File: src/rtl/mem_stage.sv
// Memory stage: registers the EX/MEM boundary, runs load/store accesses against a
// stallable multi-cycle data memory, and hands a registered payload to writeback.
module mem_stage #(
  parameter int unsigned TIMEOUT = 16
) (
  input  logic        clk,
  input  logic        rst,
  input  logic        ex_valid,
  output logic        ex_ready,
  input  logic [15:0] ex_result,
  input  logic [15:0] ex_wr_data,
  input  logic        ex_rd_en,
  input  logic        ex_wr_en,
  input  logic [2:0]  ex_dest,
  input  logic        ex_reg_wr,
  input  logic        ex_halt,
  output logic [15:0] mem_addr,
  output logic [15:0] mem_wdata,
  output logic        mem_rd,
  output logic        mem_wr,
  input  logic [15:0] mem_rdata,
  input  logic        mem_stall,
  input  logic        mem_done,
  output logic        wb_valid,
  input  logic        wb_ready,
  output logic [15:0] wb_data,
  output logic [2:0]  wb_dest,
  output logic        wb_reg_wr,
  output logic        wb_halt,
  output logic        err
);

  localparam logic [2:0] S_IDLE   = 3'd0;
  localparam logic [2:0] S_ACCESS = 3'd1;
  localparam logic [2:0] S_WAIT   = 3'd2;
  localparam logic [2:0] S_HALTED = 3'd3;
  localparam logic [2:0] S_ERROR  = 3'd4;

  localparam logic [7:0] CNT_LAST = 8'(TIMEOUT - 1);

  logic [2:0]  state_q, state_d;
  logic [7:0]  cnt_q, cnt_d;
  logic [15:0] addr_q, addr_d;
  logic [15:0] wdata_q, wdata_d;
  logic        ld_q, ld_d;
  logic        st_q, st_d;
  logic [2:0]  dest_q, dest_d;
  logic        reg_wr_q, reg_wr_d;
  logic        halt_q, halt_d;

  logic        wb_valid_q, wb_valid_d;
  logic [15:0] wb_data_q, wb_data_d;
  logic [2:0]  wb_dest_q, wb_dest_d;
  logic        wb_reg_wr_q, wb_reg_wr_d;
  logic        wb_halt_q, wb_halt_d;

  logic accept;
  logic complete;

  assign ex_ready  = (state_q == S_IDLE) && (!wb_valid_q || wb_ready);
  assign accept    = ex_valid && ex_ready;

  assign mem_addr  = addr_q;
  assign mem_wdata = wdata_q;
  assign mem_rd    = (state_q == S_ACCESS) && ld_q;
  assign mem_wr    = (state_q == S_ACCESS) && st_q;

  assign wb_valid  = wb_valid_q;
  assign wb_data   = wb_data_q;
  assign wb_dest   = wb_dest_q;
  assign wb_reg_wr = wb_reg_wr_q;
  assign wb_halt   = wb_halt_q;
  assign err       = (state_q == S_ERROR);

  always_comb begin
    state_d     = state_q;
    cnt_d       = cnt_q;
    addr_d      = addr_q;
    wdata_d     = wdata_q;
    ld_d        = ld_q;
    st_d        = st_q;
    dest_d      = dest_q;
    reg_wr_d    = reg_wr_q;
    halt_d      = halt_q;
    wb_valid_d  = wb_valid_q && !wb_ready;
    wb_data_d   = wb_data_q;
    wb_dest_d   = wb_dest_q;
    wb_reg_wr_d = wb_reg_wr_q;
    wb_halt_d   = wb_halt_q;
    complete    = 1'b0;

    case (state_q)
      S_IDLE: begin
        if (accept) begin
          addr_d   = ex_result;
          wdata_d  = ex_wr_data;
          ld_d     = ex_rd_en;
          st_d     = ex_wr_en;
          dest_d   = ex_dest;
          reg_wr_d = ex_reg_wr;
          halt_d   = ex_halt;
          if ((ex_rd_en && ex_wr_en) || ((ex_rd_en || ex_wr_en) && ex_result[0])) begin
            state_d = S_ERROR;
          end else if (ex_rd_en || ex_wr_en) begin
            state_d = S_ACCESS;
          end else begin
            wb_valid_d  = 1'b1;
            wb_data_d   = ex_result;
            wb_dest_d   = ex_dest;
            wb_reg_wr_d = ex_reg_wr;
            wb_halt_d   = ex_halt;
            state_d     = ex_halt ? S_HALTED : S_IDLE;
          end
        end
      end
      S_ACCESS: begin
        if (!mem_stall) begin
          if (mem_done) begin
            complete = 1'b1;
          end else begin
            state_d = S_WAIT;
            cnt_d   = 8'd0;
          end
        end
      end
      S_WAIT: begin
        if (mem_done) begin
          complete = 1'b1;
        end else if (cnt_q == CNT_LAST) begin
          state_d = S_ERROR;
        end else begin
          cnt_d = cnt_q + 8'd1;
        end
      end
      default: ;
    endcase

    // The output register is guaranteed empty here: acceptance required it to drain.
    if (complete) begin
      wb_valid_d  = 1'b1;
      wb_data_d   = ld_q ? mem_rdata : addr_q;
      wb_dest_d   = dest_q;
      wb_reg_wr_d = reg_wr_q && !st_q;
      wb_halt_d   = halt_q;
      state_d     = halt_q ? S_HALTED : S_IDLE;
    end
  end

  always_ff @(posedge clk) begin
    if (rst) begin
      state_q     <= S_IDLE;
      cnt_q       <= 8'd0;
      addr_q      <= 16'd0;
      wdata_q     <= 16'd0;
      ld_q        <= 1'b0;
      st_q        <= 1'b0;
      dest_q      <= 3'd0;
      reg_wr_q    <= 1'b0;
      halt_q      <= 1'b0;
      wb_valid_q  <= 1'b0;
      wb_data_q   <= 16'd0;
      wb_dest_q   <= 3'd0;
      wb_reg_wr_q <= 1'b0;
      wb_halt_q   <= 1'b0;
    end else begin
      state_q     <= state_d;
      cnt_q       <= cnt_d;
      addr_q      <= addr_d;
      wdata_q     <= wdata_d;
      ld_q        <= ld_d;
      st_q        <= st_d;
      dest_q      <= dest_d;
      reg_wr_q    <= reg_wr_d;
      halt_q      <= halt_d;
      wb_valid_q  <= wb_valid_d;
      wb_data_q   <= wb_data_d;
      wb_dest_q   <= wb_dest_d;
      wb_reg_wr_q <= wb_reg_wr_d;
      wb_halt_q   <= wb_halt_d;
    end
  end

endmodule

File: config.mk
export PLATFORM = sky130hd
export DESIGN_NAME = mem_stage
export DESIGN_NICKNAME = d
export VERILOG_FILES = /design/src/rtl/mem_stage.sv
export SDC_FILE = /design/constraint.sdc
export NUM_CORES = 1
export LEC_CHECK = 0
export ABC_AREA = 1
export CORE_UTILIZATION = 45
export CTS_CLUSTER_DIAMETER = 60
export DETAILED_ROUTE_END_ITERATION = 10
export PLACE_DENSITY = 0.85
export SYNTH_ARGS = -nofsm -noshare
export SYNTH_HDL_FRONTEND = slang
export SYNTH_SLANG_ARGS = --single-unit
File: constraint.sdc
create_clock -name clk -period 1.5 [get_ports clk]
set_input_delay 0.225 -clock clk [delete_from_list [all_inputs] [get_ports clk]]
set_output_delay 0.225 -clock clk [all_outputs]
set_load 0.03 [all_outputs]
==> impl_metrics.ini, run 1 <==
[synthesis]
synthCells = 474
synth_most_common_cell = nand2_1
syn_avg_cell_area_sq_um = 6.990
async_flop_share_pct = 0
yosys_warnings = 0
synth_edf_count = 0
synth_cell_types = 29
ys_seq_area_share_pct = 43.50
synth_area_leader_cell = dfxtp_1
yosysTopAreaCellShare_pct = 43.50
syn_nets = 536
ys_ff_latch = 72
syn_area_sq_um = 3313
synth.top_cells.by_count = nand2_1 (84), nor2_1 (83), dfxtp_1 (72)
synthFlopType = dfxtp_1
synthTopCellsByArea = dfxtp_1 (44%), o21ai_0 (10%), nand2_1 (9.5%)

[global_route]
grt_usage_pct = 27.98
gr-total-overflow = 0
grt_max_degree = 58
antenna_found_initial = 0
grt_pass1_wl_um = 16620
grt_pass1_vias = 3609

[worst_setup_path]
worst_setup_path_start_kind = flop
crit_fanout = 4
path_class = reg -> out
crit_path_end_kind = primary output
critPathRequiredTime_ps = 1270
reg2regPathDepth = 10
worst_ep_arrival_time_ps = 1350

[clock_network]
cts_tree = yes
h-tree-depth = 3
clockBufferDepth = 2
clk_pin_slew_worst_paths_ps = 90
cts-buffers-inserted = 9
cts_sinks = 72
cts_root_buf = clkbuf_8
clkLatencyLatePin_ps = 350

[power_and_ir_drop]
peakVddDrop_mv = 0.9630
power_density_nw_per_um2 = 1805
p_total_mw = 9.705
p_leak_nw = 2.521

[floorplan]
die_w_um = 87.81
die-area_sq_um = 7710
ioPinCount = 119
initial_core_util_pct = 47.71
die_h_um = 87.81
core_sq_um = 6944
core.rowCount = 30

[route]
drc = 0
vias = 3806
firstDrtPassIters = 5
drtAntennaViolNets = 0
initialDrtViolationCount = 233
drt-total-wl_um = 11180
viasPerCell = 5.221
wl_per_cell_um = 15.33

[worst_hold_path]
hold_path.class = in -> reg
worstHoldPathCells = 3

[placed_design]
gp_congestion = 0.8699
hpwl_um = 6856
pre_cts_slack_ps = -258.7
io_buffers = 118

[cells_and_area]
area_growth_pct = 62.27
nets = 690
n_antenna_cell = 0
drive_gt1_share_pct = 20.38

[sta]
holdWs_ps = 438.1
setup_slack_ps = -72.41
fmax_mhz = 636.0
tns_ps = -418.9
period_minus_slack_ps = 1572
worstMarginPinSlew_ps = 364.9
final.period_utilization_pct = 104.8
setup_viol = 16
skew_ps = 11.25
slew_headroom_pct = 75.77
finalHoldViolations = 0
maxSlewViolCount = 0
rsz0062_at_grt = yes

[job]
max_cap_viol_count = 0

[outcome]
status = finished with violations
violations = setup timing
## critical path, cell delays in order (launching register included)
cell and delay, ps:
dfxtp_4 390, buf_6 110, nand3_4 80, buf_6 150, nor2_4 120, buf_6 150
## path summary, 6_finish.rpt
kind	slack [ps]	endpoint	start
worst max register to register	-40	wb_data[14]	state_q[2]
worst min register to register	510	mem_wdata[2]	mem_wdata[2]
worst max-delay path	-70	mem_wr	state_q[0]
worst min-delay path	440	mem_addr[3]	ex_result[3]
## metal layers
layer / GRT usage [%] / vias to the layer above / share of wire (%)
li1: - / 1838 / -
met1: 34.13 / 1741 / 41
met2: 47.22 / 187 / 49
met3: 5.467 / 40 / 6.0
met4: 13.56 / 0 / 3.9
met5: 0 / - / 0
## cell type report
| type | count | area [sq um] |
|---|---|---|
| clock buffers | 9 | 123.9 |
| clock inverters | 7 | 120.1 |
| fillers | 486 | 1568 |
| inverters | 42 | 172.7 |
| multi-input cells | 336 | 1725 |
| flip-flops and latches | 72 | 1455 |
| well taps | 96 | 120.1 |
| repair buffers | 167 | 1659 |
## where the power goes
group          internal, mW  switching, mW
clock network          1.11          0.771
logic                  1.96           3.02
registers              2.48          0.360
## cells by family after synthesis
logic type               share of synthesized area (%)
buffers and inverters                            9.177
XOR/XNOR                                        0.7932
flip-flops                                       43.50
adder cells (fa/ha/maj)                         0.3776
AND/OR/NAND/NOR                                  26.89
AO/OA/AOI/OAI                                    19.26
## cells in the final DEF, fill, tap and decap left out, types with 9 or more instances in the layout
cell | synthesis | layout
a21oi_1 | 39 | 30
a21oi_2 | 7 | 16
buf_4 | 7 | 32
buf_6 | 2 | 10
clkbuf_8 | 0 | 9
clkdlybuf4s50_1 | 0 | 59
dfxtp_1 | 72 | 67
dlygate4sd2_1 | 0 | 54
inv_1 | 38 | 33
nand2_1 | 84 | 78
nand3_1 | 29 | 26
nor2_1 | 83 | 79
o21ai_0 | 68 | 62
## timing repair
| item | CTS | global route |
|---|---|---|
| hold buffers | 0 | 0 |
| resized for setup | 81 | 46 |
| endpoints found under the setup margin | 83 | 73 |
| pin swaps | 6 | 24 |
| buffers inserted | 6 | 5 |
| gates cloned | 1 | 4 |
## stage by stage
stage	instance area, sq um	std cells	utilization, %
after global routing	5376	729	77.42
after global placement	4813	698	69.32
after detailed placement	4813	698	69.32
after CTS	5114	720	73.64
final	5376	729	77.42
after floorplan	3316	474	-
## state kept, by name, indices dropped and copies added, names as in the netlist
register,count
mem_addr,16
wb_data,16
wb_halt,1
st_q,1
ld_q,1
reg_wr_q,1
halt_q,1
cnt_q,8
mem_wdata,16
wb_valid,1
wb_reg_wr,1
dest_q,3
state_q,3
wb_dest,3
(Power assumes the default switching activity.)
==> inputs of run 2 (changes only) <==
==> config.mk (replaced) <==
export PLATFORM = sky130hd
export DESIGN_NAME = mem_stage
export DESIGN_NICKNAME = d
export VERILOG_FILES = /design/src/rtl/mem_stage.sv
export SDC_FILE = /design/constraint.sdc
export NUM_CORES = 1
export LEC_CHECK = 0
export CORE_UTILIZATION = 25
export CTS_CLUSTER_DIAMETER = 60
export DETAILED_ROUTE_END_ITERATION = 10
export PLACE_DENSITY = 0.55
export SYNTH_ARGS = -nofsm -noshare
export SYNTH_HDL_FRONTEND = slang
export SYNTH_SLANG_ARGS = --single-unit
==> constraint.sdc (replaced) <==
create_clock -name clk -period 1.6 [get_ports clk]
set_input_delay 0.24 -clock clk [delete_from_list [all_inputs] [get_ports clk]]
set_output_delay 0.24 -clock clk [all_outputs]
set_load 0.03 [all_outputs]
==> impl_metrics.ini, run 2 <==
[synthesis]
yosysTopAreaCellShare_pct = 44.51
synth_area_leader_cell = dfxtp_1
synth_most_common_cell = nand2_1
async_flop_share_pct = 0
syn_avg_cell_area_sq_um = 8.177
syn_nets = 458
syn_area_sq_um = 3238
synthCells = 396
yosys_warnings = 0
synth.top_cells.by_count = nand2_1 (114), dfxtp_1 (72), a21oi_1 (61)
synthTopCellsByArea = dfxtp_1 (45%), nand2_1 (13%), a21oi_1 (9.4%)
synthFlopType = dfxtp_1
ys_ff_latch = 72
synth_edf_count = 0
synth_cell_types = 42
ys_seq_area_share_pct = 44.51

[cells_and_area]
multi_input_area_sq_um = 1797
n_antenna_cell = 0
final_common_cell = nand2_1
post-route-util_pct = 43.79
fill_cells = 1309
drive_gt1_share_pct = 20.61
stdcell_area_sq_um = 5527
area_growth_pct = 70.67
nets = 610
layout_common_cells = nand2_1 (113), dfxtp_1 (67), clkdlybuf4s50_1 (61)
seqCellArea_sq_um = 1453

[floorplan]
die_w_um = 115.8
core.rowCount = 41
core_sq_um = 12620
die-area_sq_um = 13410
initial_core_util_pct = 25.66
ioPinCount = 119
die_h_um = 115.8

[global_route]
grt_usage_pct = 15.12
antenna_found_initial = 0
grt_pass1_vias = 3216
gr-total-overflow = 0
grt_max_degree = 40
grt_pass1_wl_um = 15820

[power_and_ir_drop]
p_leak_nw = 2.505
p_total_mw = 8.481
power_density_nw_per_um2 = 1535
peakVddDrop_mv = 0.4809

[route]
wl_per_cell_um = 14.66
drt-total-wl_um = 10630
drtAntennaViolNets = 0
firstDrtPassIters = 4
drc = 0
vias = 3353
viasPerCell = 4.625
initialDrtViolationCount = 190

[sta]
tns_ps = -2573
setup_viol = 34
holdWs_ps = 194.4
setup_slack_ps = -132.4
rsz0062_at_grt = yes
fmax_mhz = 577.2
period_minus_slack_ps = 1732
slew_headroom_pct = 68.06
worstMarginPinSlew_ps = 478.0
maxSlewViolCount = 0
skew_ps = 5.710
finalHoldViolations = 0
final.period_utilization_pct = 108.3

[clock_network]
cts_tree = yes
cts_root_buf = clkbuf_16
clk_pin_slew_worst_paths_ps = 60
cts-buffers-inserted = 9
clockBufferDepth = 2
h-tree-depth = 3
clkLatencyLatePin_ps = 330
cts_sinks = 72

[worst_setup_path]
worst_setup_path_start_kind = flop
critPathRequiredTime_ps = 1820
crit_path_end_kind = flop
path_class = reg -> reg
worst_ep_arrival_time_ps = 1950
crit_fanout = 7

[outcome]
violations = setup timing
status = finished with violations

[placed_design]
gp_congestion = 0.8321
hpwl_um = 7200
dpl_cell_area_sq_um = 4871
io_buffers = 118

[worst_hold_path]
hold_path.class = in -> reg

[job]
max_cap_viol_count = 0
## run 2: final timing paths
| path | end | start | depth (start not counted) | slack (ps) |
|---|---|---|---|---|
| hold reg to reg | mem_wdata[5] | mem_wdata[5] | 2 | 450 |
| hold / removal | state_q[2] | rst | 2 | 190 |
| setup reg to reg | cnt_q[5] | cnt_q[6] | 6 | -130 |
| setup / recovery | cnt_q[5] | cnt_q[6] | 6 | -130 |
## run 2: layout make-up
class,instances,share of cell area [%]
Timing Repair Buffer,171,31.36
Multi-Input combinational cell,291,32.51
Clock buffer,12,4.822
Sequential cell,72,26.28
Tap cell,172,3.894
Inverter,3,0.2038
Clock inverter,4,0.9282
## run 2: power breakdown
group          switching [mW]  total, mW  internal [mW]
clock                   0.743       2.08           1.33
sequential              0.268       2.44           2.17
combinational            2.18       3.96           1.79
total                    3.19       8.48           5.29
## run 2: through the flow
step                      cells  setup WS, ps
after floorplan             396        -52.21
final                       725        -132.4
after CTS                   721        -98.30
after global routing        725        -192.3
after detailed placement    701        -486.0
after global placement      701        -456.9
## run 2: cells by family after synthesis
kind of cell | Yosys count | synth area share (%)
XOR/XNOR | 8 | 2.164
buffers and inverters | 33 | 5.100
multiplexers | 20 | 6.182
AND/OR/NAND/NOR | 157 | 20.87
AO/OA/AOI/OAI | 105 | 20.79
adder cells (fa/ha/maj) | 1 | 0.3863
flip-flops | 72 | 44.51
## run 2: what timing repair did
action | in CTS | in global routing
hold buffers | 0 | 0
hold endpoints to repair | 0 | 0
gates cloned | 0 | 1
gates resized for setup | 44 | 57
setup buffers | 5 | 3
endpoints found under the setup margin | 86 | 101
pin swaps | 10 | 7
## run 2: critical path: stages, from the launching register on
cell and delay (ps):
dfxtp_2 320, or4_4 560, o21ai_4 300, buf_4 180, a2111oi_4 60, xnor2_1 150, nor2_1 60
## run 2: layer usage
| metal | track usage (%) | vias up | routed length [um] |
|---|---|---|---|
| met5 | 0 | - | 0 |
| met1 | 19.11 | 1586 | 4759 |
| met3 | 2.981 | 10 | 623 |
| met2 | 24.60 | 97 | 5093 |
| met4 | 7.436 | 0 | 152 |
| li1 | - | 1660 | - |
==> inputs of run 3 (changes only) <==
--- a/config.mk
+++ b/config.mk
@@ -8,6 +8,7 @@
 export CORE_UTILIZATION = 25
 export CTS_CLUSTER_DIAMETER = 60
 export DETAILED_ROUTE_END_ITERATION = 10
+export GPL_TIMING_DRIVEN = 0
 export PLACE_DENSITY = 0.55
 export SYNTH_ARGS = -nofsm -noshare
 export SYNTH_HDL_FRONTEND = slang
==> impl_metrics.ini, run 3 (same netlist as run 2, synthesis figures left out) <==
[worst_setup_path]
r2r-end = wb_reg_wr
critPathRequiredTime_ps = 1840
path_class = reg -> reg
reg2reg_slack_ps = -220
r2r_start = state_q[1]
crit_fanout = 9
crit_path_end_kind = flop
worst_setup_path_start_kind = flop
reg2regPathDepth = 9
crit_start = state_q[1]
worst_ep_arrival_time_ps = 2060
endpoint = wb_reg_wr

[placed_design]
pre_cts_slack_ps = -788.6
io_buffers = 117
hpwl_um = 7460
gp_congestion = 0.8349

[clock_network]
cts_tree = yes
cts_root_buf = clkbuf_16
cts_sinks = 72
clk_pin_slew_worst_paths_ps = 50
clkLatencyLatePin_ps = 330
hold_buffers = 0
clockBufferDepth = 2
cts-buffers-inserted = 9
h-tree-depth = 3

[power_and_ir_drop]
p_leak_nw = 2.445
peakVddDrop_mv = 0.5415
power_density_nw_per_um2 = 1544

[cells_and_area]
fill_cells = 1262
area_growth_pct = 71.83
final_common_cell = nand2_1
drive_gt1_share_pct = 20.14
layout_common_cells = nand2_1 (113), dfxtp_1 (67), clkdlybuf4s50_1 (63)
n_antenna_cell = 0
nets = 614

[sta]
worstMarginPinSlew_ps = 682.9
tns_ps = -5348
rsz0062_at_grt = yes
period_minus_slack_ps = 1824
setup_viol = 36
skew_ps = 7.050
fmax_mhz = 548.4
final.period_utilization_pct = 114.0
slew_headroom_pct = 54.47
maxSlewViolCount = 0
setup_slack_ps = -223.6
finalHoldViolations = 0
holdWs_ps = 406.9

[floorplan]
initial_core_util_pct = 25.66
ioPinCount = 119
die_h_um = 115.8
core_sq_um = 12620
core.rowCount = 41
die-area_sq_um = 13410
die_w_um = 115.8

[outcome]
violations = setup timing
status = finished with violations

[global_route]
grt_pass1_wl_um = 17020
antenna_found_initial = 0
grt_max_degree = 12
grt_pass1_vias = 3319
gr-total-overflow = 0
grt_usage_pct = 16.58

[route]
vias = 3356
initialDrtViolationCount = 105
drtAntennaViolNets = 0
drt-total-wl_um = 10930
drc = 0
firstDrtPassIters = 4
viasPerCell = 4.610
wl_per_cell_um = 15.02

[worst_hold_path]
min_from = mem_stall
hold_path.class = in -> reg
worstHoldPathCells = 4

[job]
max_cap_viol_count = 0
[run 3: cell types whose count changed in the layout (fill, tap and decap cells not counted), sizes merged]
| cell | change |
|---|---|
| clkinv | -2 |
| dlymetal6s2s | -5 |
| clkdlybuf4s50 | +2 |
| buf | -8 |
| dlygate4sd2 | +3 |
| clkbuf | +13 |
[run 3: through the flow]
stage / util [%] / instance area, sq um / power [mW] / std cells
CTS: 42.76 / 5396 / 8.567 / 719
finish: 44.09 / 5564 / 8.591 / 728
global route: 44.09 / 5564 / 9.109 / 728
floorplan: - / 3281 / 4.581 / 396
detailed placement: 36.98 / 4667 / 5.855 / 685
global placement: 36.98 / 4667 / 5.816 / 685
[run 3: cell type report]
| class | instances | area (sq um) | area share, % |
|---|---|---|---|
| Multi-Input combinational cell | 291 | 1793 | 32.22 |
| Timing Repair Buffer | 147 | 1528 | 27.46 |
| Sequential cell | 72 | 1450 | 26.06 |
| Clock buffer | 13 | 270.3 | 4.857 |
| Buffer | 28 | 259.0 | 4.655 |
| Tap cell | 172 | 215.2 | 3.868 |
| Clock inverter | 2 | 37.54 | 0.6746 |
| Inverter | 3 | 11.26 | 0.2024 |
[run 3: worst max-delay path, stage by stage, from the launching register on]
cell      delay (ps)
dfxtp_2          320
buf_6            140
or3b_4           380
a21oi_4          190
buf_12           130
a21o_4           110
buf_12           100
buf_12           100
nor2_2            30
a311oi_1         220
[run 3: routing by layer]
| metal | track usage, % | part of all wire, % | vias to the layer above |
|---|---|---|---|
| li1 | - | - | 1670 |
| met5 | 0 | 0 | - |
| met1 | 20.92 | 45 | 1559 |
| met3 | 2.929 | 6.0 | 18 |
| met4 | 9.145 | 2.7 | 0 |
| met2 | 26.83 | 46 | 109 |
[run 3: worst min-delay path by stage]
| stage | endpoint |
|---|---|
| global route | state_q[1] |
| detailed placement | reg_wr_q |
| CTS | mem_wdata[7] |
| floorplan | dest_q[0] |
| global placement | dest_q[1] |
| finish | state_q[1] |
[run 3: repair_timing]
item / 4_1_cts / 5_1_grt
setup buffers: 17 / 12
gates resized for setup: 107 / 53
endpoints found under the setup margin: 103 / 87
pin swaps: 19 / 19
cloned: 3 / 0
[run 3: report_power, final]
part	leakage (nW)	switching (mW)	internal [mW]
combinational	1.71	2.23	1.90
sequential	0.590	0.242	2.16
clock	0.148	0.732	1.33
